==> src/rtl/wb_cmd_master_pkg.sv <==
// rtl/wb_cmd_master_pkg.sv - shared state encoding and constants for wb_cmd_master
package wb_cmd_master_pkg;

  typedef enum logic [1:0] {
    ST_IDLE = 2'd0,
    ST_BUS  = 2'd1,
    ST_RESP = 2'd2
  } state_t;

  localparam logic [31:0] TIMEOUT_RSP_DAT = 32'h0;

  // Counter must hold 0..TIMEOUT; a disabled timeout still needs one bit.
  function automatic int ctr_width(input int timeout);
    return (timeout < 1) ? 1 : $clog2(timeout + 1);
  endfunction

endpackage

==> src/rtl/wb_cmd_master_if.sv <==
// rtl/wb_cmd_master_if.sv - command stream, response and Wishbone master signals
interface wb_cmd_master_if;

  logic        cmd_valid;
  logic        cmd_ready;
  logic        cmd_we;
  logic [3:0]  cmd_sel;
  logic [31:0] cmd_adr;
  logic [31:0] cmd_dat;

  logic        rsp_valid;
  logic [31:0] rsp_dat;
  logic        rsp_err;

  logic        wbm_cyc_o;
  logic        wbm_stb_o;
  logic        wbm_we_o;
  logic [3:0]  wbm_sel_o;
  logic [31:0] wbm_adr_o;
  logic [31:0] wbm_dat_o;
  logic        wbm_ack_i;
  logic [31:0] wbm_dat_i;

  modport master (
    input  cmd_valid, cmd_we, cmd_sel, cmd_adr, cmd_dat, wbm_ack_i, wbm_dat_i,
    output cmd_ready, rsp_valid, rsp_dat, rsp_err,
           wbm_cyc_o, wbm_stb_o, wbm_we_o, wbm_sel_o, wbm_adr_o, wbm_dat_o
  );

  modport slave (
    output cmd_valid, cmd_we, cmd_sel, cmd_adr, cmd_dat, wbm_ack_i, wbm_dat_i,
    input  cmd_ready, rsp_valid, rsp_dat, rsp_err,
           wbm_cyc_o, wbm_stb_o, wbm_we_o, wbm_sel_o, wbm_adr_o, wbm_dat_o
  );

endinterface

==> src/rtl/wb_cmd_master_timeout_ctr.sv <==
// rtl/wb_cmd_master_timeout_ctr.sv - saturating bus-cycle counter with clear/enable/hit
module wb_cmd_master_timeout_ctr
  import wb_cmd_master_pkg::*;
#(
  parameter int TIMEOUT = 255
) (
  input  logic i_clk,
  input  logic i_rst,
  input  logic i_clr,
  input  logic i_en,
  output logic o_hit
);

  localparam int CW = ctr_width(TIMEOUT);
  localparam logic [CW-1:0] HIT_VAL = CW'(TIMEOUT - 1);
  localparam logic [CW-1:0] MAX_VAL = '1;

  logic [CW-1:0] r_cnt;

  always_ff @(posedge i_clk) begin
    if (i_rst || i_clr) begin
      r_cnt <= '0;
    end else if (i_en && (r_cnt != MAX_VAL)) begin
      r_cnt <= r_cnt + CW'(1);
    end
  end

  assign o_hit = (TIMEOUT != 0) && (r_cnt == HIT_VAL);

endmodule

==> src/rtl/wb_cmd_master.sv <==
// rtl/wb_cmd_master.sv - one Wishbone classic read/write per command, ack or timeout response
module wb_cmd_master
  import wb_cmd_master_pkg::*;
#(
  parameter int TIMEOUT = 255
) (
  input  logic             wb_clk_i,
  input  logic             wb_rst_i,
  wb_cmd_master_if.master  bus
);

  state_t      r_state;
  state_t      w_state_nxt;
  logic        w_accept;
  logic        w_ack_done;
  logic        w_to_done;
  logic        w_hit;

  logic        r_cmd_ready;
  logic        r_rsp_valid;
  logic        r_rsp_err;
  logic [31:0] r_rsp_dat;
  logic        r_cyc;
  logic        r_we;
  logic [3:0]  r_sel;
  logic [31:0] r_adr;
  logic [31:0] r_dat;

  always_comb begin
    w_state_nxt = r_state;
    w_accept    = 1'b0;
    w_ack_done  = 1'b0;
    w_to_done   = 1'b0;
    case (r_state)
      ST_IDLE: begin
        if (bus.cmd_valid && r_cmd_ready) begin
          w_accept    = 1'b1;
          w_state_nxt = ST_BUS;
        end
      end
      ST_BUS: begin
        // Ack takes priority over a timeout landing on the same edge.
        if (bus.wbm_ack_i) begin
          w_ack_done  = 1'b1;
          w_state_nxt = ST_RESP;
        end else if (w_hit) begin
          w_to_done   = 1'b1;
          w_state_nxt = ST_RESP;
        end
      end
      ST_RESP: w_state_nxt = ST_IDLE;
      default: w_state_nxt = ST_IDLE;
    endcase
  end

  wb_cmd_master_timeout_ctr #(.TIMEOUT(TIMEOUT)) u_timeout_ctr (
    .i_clk (wb_clk_i),
    .i_rst (wb_rst_i),
    .i_clr (w_accept),
    .i_en  ((r_state == ST_BUS) && !w_ack_done && !w_to_done),
    .o_hit (w_hit)
  );

  always_ff @(posedge wb_clk_i) begin
    if (wb_rst_i) begin
      r_state     <= ST_IDLE;
      r_cmd_ready <= 1'b0;
      r_rsp_valid <= 1'b0;
      r_rsp_err   <= 1'b0;
      r_rsp_dat   <= '0;
      r_cyc       <= 1'b0;
      r_we        <= 1'b0;
      r_sel       <= '0;
      r_adr       <= '0;
      r_dat       <= '0;
    end else begin
      r_state     <= w_state_nxt;
      r_cmd_ready <= (w_state_nxt == ST_IDLE);
      r_rsp_valid <= w_ack_done || w_to_done;
      if (w_accept) begin
        r_cyc <= 1'b1;
        r_we  <= bus.cmd_we;
        r_sel <= bus.cmd_sel;
        r_adr <= bus.cmd_adr;
        r_dat <= bus.cmd_dat;
      end else if (w_ack_done || w_to_done) begin
        r_cyc <= 1'b0;
      end
      if (w_ack_done) begin
        r_rsp_dat <= r_we ? '0 : bus.wbm_dat_i;
        r_rsp_err <= 1'b0;
      end else if (w_to_done) begin
        r_rsp_dat <= TIMEOUT_RSP_DAT;
        r_rsp_err <= 1'b1;
      end
    end
  end

  assign bus.cmd_ready = r_cmd_ready;
  assign bus.rsp_valid = r_rsp_valid;
  assign bus.rsp_err   = r_rsp_err;
  assign bus.rsp_dat   = r_rsp_dat;
  assign bus.wbm_cyc_o = r_cyc;
  assign bus.wbm_stb_o = r_cyc;
  assign bus.wbm_we_o  = r_we;
  assign bus.wbm_sel_o = r_sel;
  assign bus.wbm_adr_o = r_adr;
  assign bus.wbm_dat_o = r_dat;

endmodule

==> src/flat_wrapper.sv <==
// flat-port wrapper written by rule: the top's interface ports become plain ports
module wb_cmd_master_flat import wb_cmd_master_pkg::*;
#(
  parameter int TIMEOUT = 255
)
  (wb_clk_i, wb_rst_i, bus_cmd_valid, bus_cmd_we, bus_cmd_sel, bus_cmd_adr, bus_cmd_dat, bus_wbm_ack_i, bus_wbm_dat_i, bus_cmd_ready, bus_rsp_valid, bus_rsp_dat, bus_rsp_err, bus_wbm_cyc_o, bus_wbm_stb_o, bus_wbm_we_o, bus_wbm_sel_o, bus_wbm_adr_o, bus_wbm_dat_o);
  wb_cmd_master_if bus_i ();
  input  logic wb_clk_i;
  input  logic wb_rst_i;
  input wire logic [$bits(bus_i.cmd_valid)-1:0] bus_cmd_valid;
  input wire logic [$bits(bus_i.cmd_we)-1:0] bus_cmd_we;
  input wire logic [$bits(bus_i.cmd_sel)-1:0] bus_cmd_sel;
  input wire logic [$bits(bus_i.cmd_adr)-1:0] bus_cmd_adr;
  input wire logic [$bits(bus_i.cmd_dat)-1:0] bus_cmd_dat;
  input wire logic [$bits(bus_i.wbm_ack_i)-1:0] bus_wbm_ack_i;
  input wire logic [$bits(bus_i.wbm_dat_i)-1:0] bus_wbm_dat_i;
  output wire logic [$bits(bus_i.cmd_ready)-1:0] bus_cmd_ready;
  output wire logic [$bits(bus_i.rsp_valid)-1:0] bus_rsp_valid;
  output wire logic [$bits(bus_i.rsp_dat)-1:0] bus_rsp_dat;
  output wire logic [$bits(bus_i.rsp_err)-1:0] bus_rsp_err;
  output wire logic [$bits(bus_i.wbm_cyc_o)-1:0] bus_wbm_cyc_o;
  output wire logic [$bits(bus_i.wbm_stb_o)-1:0] bus_wbm_stb_o;
  output wire logic [$bits(bus_i.wbm_we_o)-1:0] bus_wbm_we_o;
  output wire logic [$bits(bus_i.wbm_sel_o)-1:0] bus_wbm_sel_o;
  output wire logic [$bits(bus_i.wbm_adr_o)-1:0] bus_wbm_adr_o;
  output wire logic [$bits(bus_i.wbm_dat_o)-1:0] bus_wbm_dat_o;
  assign bus_i.cmd_valid = bus_cmd_valid;
  assign bus_i.cmd_we = bus_cmd_we;
  assign bus_i.cmd_sel = bus_cmd_sel;
  assign bus_i.cmd_adr = bus_cmd_adr;
  assign bus_i.cmd_dat = bus_cmd_dat;
  assign bus_i.wbm_ack_i = bus_wbm_ack_i;
  assign bus_i.wbm_dat_i = bus_wbm_dat_i;
  assign bus_cmd_ready = bus_i.cmd_ready;
  assign bus_rsp_valid = bus_i.rsp_valid;
  assign bus_rsp_dat = bus_i.rsp_dat;
  assign bus_rsp_err = bus_i.rsp_err;
  assign bus_wbm_cyc_o = bus_i.wbm_cyc_o;
  assign bus_wbm_stb_o = bus_i.wbm_stb_o;
  assign bus_wbm_we_o = bus_i.wbm_we_o;
  assign bus_wbm_sel_o = bus_i.wbm_sel_o;
  assign bus_wbm_adr_o = bus_i.wbm_adr_o;
  assign bus_wbm_dat_o = bus_i.wbm_dat_o;
  wb_cmd_master #(.TIMEOUT(TIMEOUT)) u_core (.wb_clk_i(wb_clk_i), .wb_rst_i(wb_rst_i), .bus(bus_i));
endmodule
==> config.mk <==
export PLATFORM = sky130hd
export DESIGN_NAME = wb_cmd_master_flat
export DESIGN_NICKNAME = d
export VERILOG_FILES = /design/src/rtl/wb_cmd_master_pkg.sv /design/src/rtl/wb_cmd_master_if.sv /design/src/rtl/wb_cmd_master_timeout_ctr.sv /design/src/rtl/wb_cmd_master.sv /design/src/flat_wrapper.sv
export SDC_FILE = /design/constraint.sdc
export NUM_CORES = 1
export LEC_CHECK = 0
export CAP_MARGIN = 15
export CORE_UTILIZATION = 35
export DETAILED_ROUTE_END_ITERATION = 10
export PLACE_DENSITY = 0.72
export RECOVER_POWER = 25
export SLEW_MARGIN = 20
export SYNTH_ARGS = -nofsm -noshare
export SYNTH_HDL_FRONTEND = slang
export SYNTH_SLANG_ARGS = --single-unit
==> constraint.sdc <==
create_clock -name wb_clk_i -period 1.81 [get_ports wb_clk_i]
set_clock_uncertainty 0.15 [all_clocks]
set_input_delay 0.181 -clock wb_clk_i [delete_from_list [all_inputs] [get_ports wb_clk_i]]
set_output_delay 0.181 -clock wb_clk_i [all_outputs]
set_load 0.02 [all_outputs]
==> impl_metrics.py, run 1 <==
metrics = {
    "cells_and_area": {
        "finalNonFillerCells": 809,
        "nets": 765,
        "diodes": 0,
        "mostFrequentLayoutCell": "clkdlybuf4s50_1",
        "final_area_um2": 6910,
        "final_cell_mix": "209 x clkdlybuf4s50_1, 141 x nand2_1, 115 x dfxtp_1, 75 x a21oi_1, 32 x a22o_1",
        "area_growth_pct": 75.1,
        "final_util_pct": 63.2,
        "drive_gt1_share_pct": 8.97,
    },
    "sta": {
        "maxSlewHeadroom_pct": 69.5,
        "setup_ws_ns": 0.0481,
        "hold_slack_ns": 0.173,
        "finalMaxSlewViolations": 0,
        "final-setup-viol-count": 0,
        "max_freq_mhz": 568,
        "fin_crit_sh_pct": 97.3,
        "hold_violations": 0,
        "rsz0062_at_grt": "yes",
        "worstMarginPinSlew_ns": 0.452,
        "fin_setup_tns_ns": 0,
        "post-route-min-period_ns": 1.76,
    },
    "die": {
        "pin_count": 211,
        "rows": 38,
        "die_h_um": 108,
        "die-area_um2": 11700,
        "core_um2": 10900,
        "die_w_um": 108,
        "start_util_pct": 36.1,
    },
    "synthesis": {
        "yosysWarnings": 0,
        "synthArstFlopShare_pct": 0,
        "syn_avg_cell_area_um2": 8.93,
        "synth_cell_type_count": 33,
        "synth_cells": 442,
        "syn-num-nets": 549,
        "synth_area_um2": 3950,
        "synthFlopType": "dfxtp_1",
        "yosys_register_bits": 115,
        "yosysSeqAreaShare_pct": 58.3,
        "synth_edf_count": 0,
    },
    "grt": {
        "grt_overflow": 0,
        "grt_pass1_vias": 3805,
        "track_usage_pct": 20.0,
        "antenna_found_initial": 0,
        "grt_max_degree": 43,
        "grt_pass1_wl_mm": 17.9,
    },
    "pwr": {
        "internal-power_mw": 5.16,
        "power.density_nw_per_um2": 967,
        "sw_frac_of_total_pct": 22.7,
        "vdd_drop_max_mv": 0.884,
        "p_clk_share_pct": 46.4,
        "p_comb_share_pct": 13.3,
        "total_power_mw": 6.68,
        "power_switching_mw": 1.52,
        "seq_power_share_pct": 40.4,
        "p_leak_nw": 2.52,
    },
    "route": {
        "wl_met2_mm": 5.81,
        "ant_nets": 0,
        "viasPerCell": 4.81,
        "via_count": 3890,
        "met3WireLength_mm": 1.29,
        "dr.pass1.iters": 4,
        "met1_length_mm": 4.55,
        "top_layer_used": "met4",
        "first_iter_violations": 203,
        "drc": 0,
        "post_drt_wl_per_cell_um": 14.6,
        "drt_wl_total_mm": 11.8,
    },
    "place": {
        "dp_slack_ns": -0.219,
        "place_area_um2": 6270,
        "hpwl_mm": 7.93,
        "portBuffers": 210,
        "place.gp.congestion": 0.720,
        "placed_cells": 776,
    },
    "critical_path": {
        "r2r-start": "u_core.u_timeout_ctr.r_cnt[1]$_SDFFE_PP0P_",
        "crit_type": "reg -> reg",
        "rrSetupSlack_ns": 0.05,
        "r2r.worst_path.cells": 7,
        "arrival_ns": 1.95,
        "crit_end": "u_core.u_timeout_ctr.r_cnt[3]$_SDFFE_PP0P_",
        "r2r_end": "u_core.u_timeout_ctr.r_cnt[3]$_SDFFE_PP0P_",
        "critPathLaunch": "u_core.u_timeout_ctr.r_cnt[1]$_SDFFE_PP0P_",
        "end_kind": "flip-flop",
        "cp-start-kind": "flip-flop",
        "required_ns": 2.00,
        "critPathMaxFanout": 4,
    },
    "flow_run": {
        "drv_cap": 0,
    },
    "cts": {
        "clockBufferDepth": 2,
        "h-tree-depth": 4,
        "cts_hold_buf": 0,
        "numCtsBuffers": 17,
        "cts.sinks": 115,
        "clock_latency_ns": 0.40,
        "postCtsSetupBuffers": 0,
        "cts.clk_slew.worst_paths_ns": 0.05,
        "cts_tree": "done",
        "cts_root_buffer": "clkbuf_16",
    },
    "worst_hold_path": {
        "hold_path.class": "in -> reg",
    },
    "run_status": {
        "status": "finished clean",
    },
}
power groups by stage:
stage,logic (mW),clock network [mW],registers [mW]
floorplan,0.229,0,2.86
global placement,0.857,0,2.74
detailed placement,0.865,0,2.75
CTS,0.881,3.17,2.70
global route,0.954,3.27,2.71
finish,0.887,3.10,2.70
synthesized netlist by cell type, drive strengths merged, types with 3 or more instances:
cell type | n | area [um^2]
nor2 | 6 | 22.5
nand2 | 141 | 529
clkbuf | 20 | 75.1
dfxtp | 115 | 2300
a22o | 32 | 280
a21oi | 77 | 385
buf | 12 | 67.6
o21ai | 3 | 15.0
nand3 | 5 | 25.0
and3 | 3 | 18.8
o31ai | 3 | 22.5
layout make-up:
class | count | area, um^2
fill | 894 | 4020
sequential | 115 | 2300
timing repair buffer | 226 | 2280
multi-input combinational | 297 | 1600
clock buffer | 25 | 505
tap | 140 | 175
clock inverter | 5 | 50.0
inverter | 1 | 3.75
routing by layer:
layer	global-route usage, %	up-vias
met5	0	-
met4	9.39	0
met3	8.50	16
met2	34.6	167
met1	20.8	1774
li1	-	1933
cell families after synthesis:
| family | Yosys count | share of synthesized area, % |
|---|---|---|
| compound gates | 121 | 19.1 |
| buf+inv | 33 | 3.71 |
| fa+ha+maj | 2 | 0.634 |
| xor+xnor | 3 | 0.666 |
| simple gates | 168 | 17.6 |
| flops | 115 | 58.3 |
registers in the layout, summed over array words and instances, names as in the netlist:
name,count
u_core.bus.wbm_we_o,1
u_core.bus.rsp_dat,32
u_core.bus.wbm_dat_o,32
u_core.u_timeout_ctr.r_cnt,8
u_core.bus.wbm_adr_o,32
u_core.r_state,2
u_core.bus.cmd_ready,1
u_core.bus.rsp_err,1
u_core.bus.rsp_valid,1
u_core.bus.wbm_cyc_o,1
u_core.bus.wbm_sel_o,4
how the worst min path moves through the flow:
stage                                               start                                    end  slack, ns  cells past startpoint
finish                                    bus_cmd_adr[27]  u_core.bus.wbm_adr_o[27]$_SDFFE_PP0P_       0.17                      3
global route                               bus_cmd_adr[5]   u_core.bus.wbm_adr_o[5]$_SDFFE_PP0P_       0.16                      3
floorplan                                   bus_wbm_ack_i        u_core.bus.rsp_err$_SDFFE_PP0P_       0.13                      1
global placement    u_core.bus.wbm_dat_o[27]$_SDFFE_PP0P_  u_core.bus.wbm_dat_o[27]$_SDFFE_PP0P_       0.29                      2
detailed placement  u_core.bus.wbm_dat_o[26]$_SDFFE_PP0P_  u_core.bus.wbm_dat_o[26]$_SDFFE_PP0P_       0.30                      2
CTS                                            bus_cmd_we       u_core.bus.wbm_we_o$_SDFFE_PP0P_       0.15                      3
worst max-delay path: stages, from the launching register on:
cell and delay (ns):
dfxtp_1 0.31, buf_4 0.14, ha_2 0.19, nor2_2 0.14, o31ai_2 0.10, buf_4 0.16, or3_1 0.37, a21oi_2 0.14
repair_timing:
action                                  in CTS  in global routing
pin swaps                                    0                  2
endpoints found under the setup margin      33                 32
cloned                                       1                  2
gates resized for setup                      5                  6
Power figures use the tool's default switching activity.
==> run 2: changes to the inputs <==
--- a/config.mk
+++ b/config.mk
@@ -6,9 +6,9 @@
 export NUM_CORES = 1
 export LEC_CHECK = 0
 export CAP_MARGIN = 15
-export CORE_UTILIZATION = 35
+export CORE_UTILIZATION = 25
 export DETAILED_ROUTE_END_ITERATION = 10
-export PLACE_DENSITY = 0.72
+export PLACE_DENSITY = 0.53
 export RECOVER_POWER = 25
 export SLEW_MARGIN = 20
 export SYNTH_ARGS = -nofsm -noshare
==> impl_metrics.py, run 2 (synthesis gave the netlist of run 1 again) <==
metrics = {
    "critical_path": {
        "critPathMaxFanout": 16,
        "cpMaxStageDelayCell": "dfxtp_2",
        "rrSetupSlack_ns": 0.06,
        "r2r-start": "u_core.u_timeout_ctr.r_cnt[0]$_SDFFE_PP0P_",
        "required_ns": 1.97,
        "max_stage_delay_ns": 0.33,
        "r2r.worst_path.cells": 7,
        "r2r_end": "u_core.bus.rsp_dat[10]$_SDFFE_PP0P_",
        "path_cells": "inv_2, ha_4, and4_4, a21oi_2, o21ba_4, bufbuf_16, a22o_1",
        "end_kind": "flip-flop",
        "arrival_ns": 1.91,
        "crit_buf_inv": 2,
        "cp-start-kind": "flip-flop",
        "critPathTopFamily": "compound AO/OA/AOI/OAI gates",
        "crit_type": "reg -> reg",
    },
    "sta": {
        "post-route-min-period_ns": 1.75,
        "fin_setup_tns_ns": 0,
        "hold_violations": 0,
        "setup_ws_ns": 0.0567,
        "fin_crit_sh_pct": 96.9,
        "rsz0062_at_grt": "no",
        "maxSlewHeadroom_pct": 62.4,
        "final-setup-viol-count": 0,
        "finalMaxSlewViolations": 0,
        "max_freq_mhz": 570,
        "worstMarginPinSlew_ns": 0.563,
        "hold_slack_ns": 0.159,
    },
    "cts": {
        "clockBufferDepth": 2,
        "numCtsBuffers": 17,
        "h-tree-depth": 4,
        "cts_root_buffer": "clkbuf_16",
        "cts_tree": "done",
        "clock_latency_ns": 0.41,
        "cts.sinks": 115,
        "cts.clk_slew.worst_paths_ns": 0.05,
    },
    "route": {
        "post_drt_wl_per_cell_um": 13.9,
        "dr.pass1.iters": 4,
        "via_count": 3881,
        "first_iter_violations": 151,
        "drc": 0,
        "ant_nets": 0,
        "drt_wl_total_mm": 12.2,
        "viasPerCell": 4.42,
    },
    "worst_hold_path": {
        "min_to": "u_core.bus.wbm_adr_o[1]$_SDFFE_PP0P_",
        "hold_path.class": "in -> reg",
        "worstHoldPathCells": 3,
        "worstHoldStart": "bus_cmd_adr[1]",
    },
    "grt": {
        "track_usage_pct": 15.0,
        "antenna_found_initial": 0,
        "grt_max_degree": 49,
        "grt_pass1_vias": 3735,
        "grt_pass1_wl_mm": 18.7,
        "grt_overflow": 0,
    },
    "cells_and_area": {
        "area_growth_pct": 78.3,
        "mostFrequentLayoutCell": "clkdlybuf4s50_1",
        "final_util_pct": 46.0,
        "diodes": 0,
        "finalNonFillerCells": 879,
        "final_area_um2": 7040,
        "nets": 763,
        "final_cell_mix": "208 x clkdlybuf4s50_1, 141 x nand2_1, 113 x dfxtp_1, 76 x a21oi_1, 32 x a22o_1",
        "drive_gt1_share_pct": 9.13,
    },
    "place": {
        "placed_cells": 844,
        "portBuffers": 210,
        "hpwl_mm": 8.46,
        "place_area_um2": 6340,
        "place.gp.congestion": 0.756,
        "dp_slack_ns": -0.0487,
    },
    "die": {
        "die_w_um": 128,
        "pin_count": 211,
        "die-area_um2": 16300,
        "core_um2": 15300,
        "rows": 45,
        "start_util_pct": 25.8,
        "die_h_um": 128,
    },
    "pwr": {
        "p_clk_share_pct": 49.0,
        "p_comb_share_pct": 12.6,
        "p_leak_nw": 2.54,
        "sw_frac_of_total_pct": 23.0,
        "power.density_nw_per_um2": 998,
        "total_power_mw": 7.02,
        "seq_power_share_pct": 38.4,
        "power_switching_mw": 1.61,
        "internal-power_mw": 5.41,
        "vdd_drop_max_mv": 0.654,
    },
    "flow_run": {
        "drv_cap": 0,
    },
    "run_status": {
        "status": "finished clean",
    },
}
## run 2: cell count changes in the layout (fill, tap and decap cells not counted), sizes merged, moves of 2 or more
| cell | change |
|---|---|
| o21ba | -3 |
| clkbuf | -3 |
| buf | -2 |
| bufinv | +2 |
| clkinvlp | +2 |
## run 2: power groups by stage
stage | sequential (mW) | combinational [mW] | clock (mW)
6_report | 2.70 | 0.887 | 3.44
5_1_grt | 2.71 | 0.953 | 3.65
4_1_cts | 2.70 | 0.896 | 3.54
3_5_place_dp | 2.75 | 0.875 | 0
3_3_place_gp | 2.74 | 0.868 | 0
2_1_floorplan | 2.86 | 0.229 | 0
## run 2: worst max-delay path by stage
stage                                                       to                                  startpoint  cells after the start  slack, ns
CTS                        u_core.bus.rsp_dat[10]$_SDFFE_PP0P_  u_core.u_timeout_ctr.r_cnt[0]$_SDFFE_PP0P_                      7      0.006
detailed placement  u_core.u_timeout_ctr.r_cnt[5]$_SDFFE_PP0P_                               bus_wbm_ack_i                      6      -0.05
global route               u_core.bus.rsp_dat[15]$_SDFFE_PP0P_  u_core.u_timeout_ctr.r_cnt[0]$_SDFFE_PP0P_                      7      0.004
finish                     u_core.bus.rsp_dat[10]$_SDFFE_PP0P_  u_core.u_timeout_ctr.r_cnt[0]$_SDFFE_PP0P_                      7       0.06
floorplan           u_core.u_timeout_ctr.r_cnt[6]$_SDFFE_PP0P_  u_core.u_timeout_ctr.r_cnt[0]$_SDFFE_PP0P_                      7       0.05
global placement    u_core.u_timeout_ctr.r_cnt[7]$_SDFFE_PP0P_                               bus_wbm_ack_i                      5      -0.02
## run 2: layout make-up
class,count,area (um^2)
clock buffer,21,480
fill,1444,8280
clock inverter,10,130
timing repair buffer,227,2310
sequential,115,2300
inverter,1,3.75
multi-input combinational,294,1540
tap,211,264
## run 2: tightest hold or removal path, delay by kind of cell
kind	cells	cell delay [ns]
buffers and inverters	1	0.39
AO/OA/AOI/OAI	1	0.05
AND/OR/NAND/NOR	1	0.05
## run 2: routing by layer
metal  GRT usage (%)  part of all wire [%]
met5               0                     0
met4            5.61                   1.2
met3            6.74                   9.5
met2            24.7                    46
met1            17.2                    43
## run 2: timing repair
item                                   4_1_cts  5_1_grt
buffers inserted                             0        2
hold buffers                                 1        0
pin swaps                                    1        0
endpoints found under the hold margin        1        0
resized for setup                            8        2
gates cloned                                 1        0
setup endpoints to repair                   34       22
==> RTL edit 1, RTL diff (config.mk and constraints of run 2) <==
Encoding of `state_t`: now one-hot (3 bits for 3 states).
--- a/src/rtl/wb_cmd_master_pkg.sv
+++ b/src/rtl/wb_cmd_master_pkg.sv
@@ -1,10 +1,10 @@
 // rtl/wb_cmd_master_pkg.sv - shared state encoding and constants for wb_cmd_master
 package wb_cmd_master_pkg;
 
-  typedef enum logic [1:0] {
-    ST_IDLE = 2'd0,
-    ST_BUS  = 2'd1,
-    ST_RESP = 2'd2
+  typedef enum logic [2:0] {
+    ST_IDLE = 3'b001,
+    ST_BUS  = 3'b010,
+    ST_RESP = 3'b100
   } state_t;
 
   localparam logic [31:0] TIMEOUT_RSP_DAT = 32'h0;
Check against the original RTL: no difference found for any inputs over 10 cycles, from zero or initial values and one cycle with wb_rst_i high; not proved beyond that.
==> RTL edit 1 against run 2 <==
Count of clock-buffer cells in the layout rose by 1; clock power fell by 7.8%; highest routed layer unchanged; total power fell by 5.6%; area after synthesis rose by 6.0%; final area rose by 2.3%; synthesized cell count rose by 16%; wire length rose by 8.3%; hold slack improved by 0.010 ns; setup slack improved by 0.015 ns; sequential cell count rose by 1; critical path type is now reg2out.
==> RTL edit 1: results (changes against run 2) <==
[run_status]
status=complete, no violations

[yosys]
synth_cell_types=33  ; unchanged
synth-main-ff-cell=dfxtp_1
yosys_warnings=0  ; unchanged
yosysSeqAreaShare_pct=55.5  ; -2.8 points
synth.area.top_cells=dfxtp_1 56%, nand2_1 16%, a21oi_1 13%, o21ai_0 4.3%, clkbuf_1 3.0%
synth_common_cells=174 x nand2_1, 116 x dfxtp_1, 106 x a21oi_1, 36 x o21ai_0, 33 x clkbuf_1
synthArstFlopShare_pct=0  ; unchanged
synth_nets=620  ; +13%
syn_area_per_cell_um2=8.15  ; -8.7%

[grt]
grt_pass1_vias=4053  ; +8.5%
grt_max_degree=55  ; +12%
grtUsageTotal_pct=15.3  ; +0.33 points
antenna_found_initial=0  ; unchanged
grt_pass1_wl_um=20900  ; +12%

[power]
p_leak_nw=2.51  ; -1.3%
switching_power_mw=1.49  ; -8.0%
ir_worst_vdd_mv=0.600  ; -8.3%

[critical_path]
cpPeakStageDelay_ns=0.62  ; +0.29 ns
crit_arrival_ns=1.41  ; -0.50 ns
cp_slowest_cell=clkdlybuf4s50_1
cpLargestDelayFamily=buffers and inverters
cp_max_fo=3  ; -13

[finish]
final_nets=833  ; +9.2%
antenna_cells=0  ; unchanged
drive_above_1_share_pct=7.35  ; -1.8 points
layout.area.seq_um2=2330  ; +0.92%
n_fill_cell=1604  ; +11%

[cts]
clkLatencyLatePin_ns=0.40
clock-root-buffer=clkbuf_16
ctsHtreeMaxLevel=4  ; unchanged
numCtsBuffers=17  ; unchanged
cts_buffer_depth=2  ; unchanged
clk_pin_slew_ns=0.05  ; about the same

[placed_design]
io_buffer_count=210  ; unchanged
pre_cts_ws_ns=-0.0416  ; +0.00707 ns
detailed_place_hpwl_um=8990  ; +6.3%
globalplace.congestion=0.787  ; +4.1%
place_area_um2=6590  ; +3.9%
place_inst=919  ; +8.9%

[detailed_routing]
vias_per_cell=4.40  ; -0.40%
num_vias=4182  ; +7.8%
drt_iter0_drc=149  ; -1.3%
wl_per_cell_um=13.9  ; +0.12%
drt-pass1-iter-count=4  ; unchanged

[worst_hold_path]
min_path_type=in2reg

[sta]
slew_headroom_pct=63.1  ; +0.66 points

==> RTL edit 1: power by group through the flow <==
stage | sequential, mW | clock (mW) | combinational [mW]
2_1_floorplan | 2.83 | 0 | 0.196
3_3_place_gp | 2.73 | 0 | 0.768
3_5_place_dp | 2.73 | 0 | 0.772
4_1_cts | 2.68 | 3.28 | 0.778
5_1_grt | 2.69 | 3.40 | 0.837
6_report | 2.68 | 3.17 | 0.778
==> RTL edit 1: cell families after synthesis <==
group | synth area share, %
and+or+nand+nor | 19.8
AOI/OAI and AO/OA | 18.6
DFF | 55.5
buffers and inverters | 4.40
xor gates and xnor gates | 0.838
adders and majority gates | 0.598
muxes | 0.239
==> RTL edit 1: layout make-up <==
class	instances	share of cell area, %
inverters	2	0.104
multi-input cells	357	23.6
well taps	216	3.75
clock buffers	22	6.59
flip-flops and latches	116	32.3
repair buffers	232	32.5
clock inverters	6	1.11
==> RTL edit 1: metal layers <==
metal / global-route usage (%) / routed length [um] / vias up
li1: - / - / 2129
met1: 17.8 / 5620 / 1904
met2: 25.1 / 6410 / 137
met3: 6.06 / 1050 / 12
met4: 6.33 / 150 / 0
met5: 0 / 0 / -
==> RTL edit 1: what timing repair did <==
item                                    4_1_cts  5_1_grt
gates cloned                                  0        2
endpoints found under the setup margin       10       35
setup buffers                                 0        1
hold buffers                                  1        0
pin swaps                                     0        6
endpoints found under the hold margin         1        0
gates resized for setup                       2        5
==> RTL edit 1: worst paths after layout <==
check	start	end	slack (ns)	cells past startpoint
min reg2reg	u_core.bus.wbm_adr_o[23]	u_core.bus.wbm_adr_o[23]	0.30	2
max	u_core.bus.wbm_cyc_o	bus_wbm_cyc_o	0.07	1
min	bus_cmd_adr[14]	u_core.bus.wbm_adr_o[14]	0.17	3
max reg2reg	u_core.r_state[2]	u_core.bus.rsp_dat[15]	0.11	5
==> RTL edit 2, RTL diff (flow settings as in run 2) <==
Made on the original files. `TIMEOUT` is set to 255 in 3 places; all go to 510.
--- a/src/rtl/wb_cmd_master_timeout_ctr.sv
+++ b/src/rtl/wb_cmd_master_timeout_ctr.sv
@@ -2,7 +2,7 @@
 module wb_cmd_master_timeout_ctr
   import wb_cmd_master_pkg::*;
 #(
-  parameter int TIMEOUT = 255
+  parameter int TIMEOUT = 510
 ) (
   input  logic i_clk,
   input  logic i_rst,
--- a/src/rtl/wb_cmd_master.sv
+++ b/src/rtl/wb_cmd_master.sv
@@ -2,7 +2,7 @@
 module wb_cmd_master
   import wb_cmd_master_pkg::*;
 #(
-  parameter int TIMEOUT = 255
+  parameter int TIMEOUT = 510
 ) (
   input  logic             wb_clk_i,
   input  logic             wb_rst_i,
--- a/src/flat_wrapper.sv
+++ b/src/flat_wrapper.sv
@@ -1,7 +1,7 @@
 // flat-port wrapper written by rule: the top's interface ports become plain ports
 module wb_cmd_master_flat import wb_cmd_master_pkg::*;
 #(
-  parameter int TIMEOUT = 255
+  parameter int TIMEOUT = 510
 )
   (wb_clk_i, wb_rst_i, bus_cmd_valid, bus_cmd_we, bus_cmd_sel, bus_cmd_adr, bus_cmd_dat, bus_wbm_ack_i, bus_wbm_dat_i, bus_cmd_ready, bus_rsp_valid, bus_rsp_dat, bus_rsp_err, bus_wbm_cyc_o, bus_wbm_stb_o, bus_wbm_we_o, bus_wbm_sel_o, bus_wbm_adr_o, bus_wbm_dat_o);
   wb_cmd_master_if bus_i ();
Function: same outputs for any inputs over 10 cycles, from zero or initial values and one cycle with wb_rst_i high; that may be too few to reach the edited logic, so the function may still have changed.
==> RTL edit 2 against run 2 <==
The flow now finishes with violations (negative setup slack); via count is 3.0% higher; hold slack better by 0.012 ns; maximum frequency is 18% lower; setup slack worse by 0.38 ns; die area is 1.2% higher; final area is 3.2% higher; count of clock-buffer cells in the layout is 2 higher; total power is 0.64% higher; sequential cell count is 1 higher; wire length is 5.7% higher; combinational power is 1% higher; area after synthesis is 1.2% higher; non-clock buffer count is 14 higher; largest cell class unchanged.
==> RTL edit 2: results (changes against run 2) <==
[run_status]
failed_checks=negative setup slack
status=complete, but fails checks

[yosys]
synth.area.top_cells=dfxtp_1 58%, nand2_1 13%, a21oi_1 9.5%, a22o_1 7.0%, clkbuf_1 2.0%
synth_mux_area_share_pct=0.251  ; +0.25 points
yosysSeqAreaShare_pct=58.1  ; -0.19 points
synth-main-ff-cell=dfxtp_1
synth_common_cells=143 x nand2_1, 116 x dfxtp_1, 76 x a21oi_1, 32 x a22o_1, 21 x clkbuf_1
synth_compound_area_share_pct=18.6  ; -0.41 points
synth_fa_ha_area_share_pct=0.940  ; +0.31 points
synth_nets=555  ; +1.1%
synth_xor_area_share_pct=0.658  ; -0.0079 points

[critical_path]
reg2reg_depth=8  ; +1
rr_startpoint=u_core.u_timeout_ctr.r_cnt[1]
cp_max_fo=4  ; -12
crit_arrival_ns=2.32  ; +0.41 ns
reg2reg_to=u_core.u_timeout_ctr.r_cnt[7]

[cts]
hold_buffers=0  ; -1
cts_resized=3  ; -5
cts_setup_buffers=3  ; +3
ctsHtreeMaxLevel=4  ; unchanged

[power]
power.total_mw=7.07  ; +0.64%
intPower_mw=5.44  ; +0.62%
p_leak_nw=2.64  ; +3.6%
ir_worst_vdd_mv=0.818  ; +25%
powerComb_mw=0.897  ; +1%

[sta]
setup_viol=43  ; +43
slew_headroom_pct=68.5  ; +6.0 points
fin_ws_ns=-0.322  ; -0.378 ns

[detailed_routing]
num_vias=3998  ; +3.0%
drt_iter0_drc=136  ; -9.9%
wl_um=12900  ; +5.7%

[worst_hold_path]
whs_endpoint=u_core.bus.wbm_adr_o[8]
hp-start=bus_cmd_adr[8]

[placed_design]
globalplace.congestion=0.755  ; about the same
detailed_place_hpwl_um=8450  ; -0.14%
pre_cts_ws_ns=-0.373  ; -0.325 ns
io_buffer_count=210  ; unchanged

[finish]
drive_above_1_share_pct=11.6  ; +2.5 points
n_fill_cell=1436  ; -0.55%
final_nets=784  ; +2.8%

[grt]
grt_max_degree=45  ; -8.2%
grtUsageTotal_pct=15.2  ; +0.22 points
grt_pass1_vias=3893  ; +4.2%
grt_pass1_wl_um=19400  ; +3.8%

## RTL edit 2: changes by cell type in the layout (fill, tap and decap cells not counted), sizes merged, moves of 2 or more
| cell | run 2 | this run |
|---|---|---|
| o31ai | 3 | 0 |
| o211ai | 1 | 3 |
| or4 | 2 | 0 |
| o21ai | 3 | 5 |
| clkbuf | 22 | 28 |
| nand4 | 0 | 2 |
| nand3 | 5 | 2 |
| buf | 15 | 28 |
| or3 | 2 | 4 |
| nand2 | 141 | 143 |
| nor2 | 6 | 9 |
## RTL edit 2: area by class of cell
cell class	instances	area, um2	share of cell area, %
clock buffer	23	488	6.72
clock inverter	9	125	1.72
inverter	2	10.0	0.138
multi-input combinational	298	1630	22.4
sequential	116	2320	32.0
tap	211	264	3.64
timing repair buffer	241	2420	33.4
## RTL edit 2: metrics by stage
step / area (um2) / util [%] / cells / hold slack (ns) / TNS [ns]
6_report: 7260 / 47.2 / 900 / 0.171 / -8.59
5_1_grt: 7260 / 47.2 / 900 / 0.162 / -12.18
4_1_cts: 7130 / 46.4 / 893 / 0.150 / -2.50
3_5_place_dp: 6480 / 42.1 / 859 / 0.296 / -3.85
3_3_place_gp: 6480 / 42.1 / 859 / 0.292 / -3.47
2_1_floorplan: 4010 / - / 447 / 0.128 / -1.86
## RTL edit 2: worst max-delay path, delay by kind of cell (launching register included)
kind | cells | cell delay [ns]
compound gates | 2 | 0.33
fa+ha+maj | 2 | 0.31
flops | 1 | 0.33
simple gates | 4 | 0.93
## RTL edit 2: per-layer routing
layer / part of all wire, % / track usage (%) / wire length [um] / vias up
met5: 0 / 0 / 0 / -
met3: 8.1 / 6.57 / 1050 / 17
met2: 48 / 25.5 / 6190 / 139
met4: 1.6 / 5.67 / 210 / 0
li1: - / - / - / 1972
met1: 42 / 17.2 / 5460 / 1870
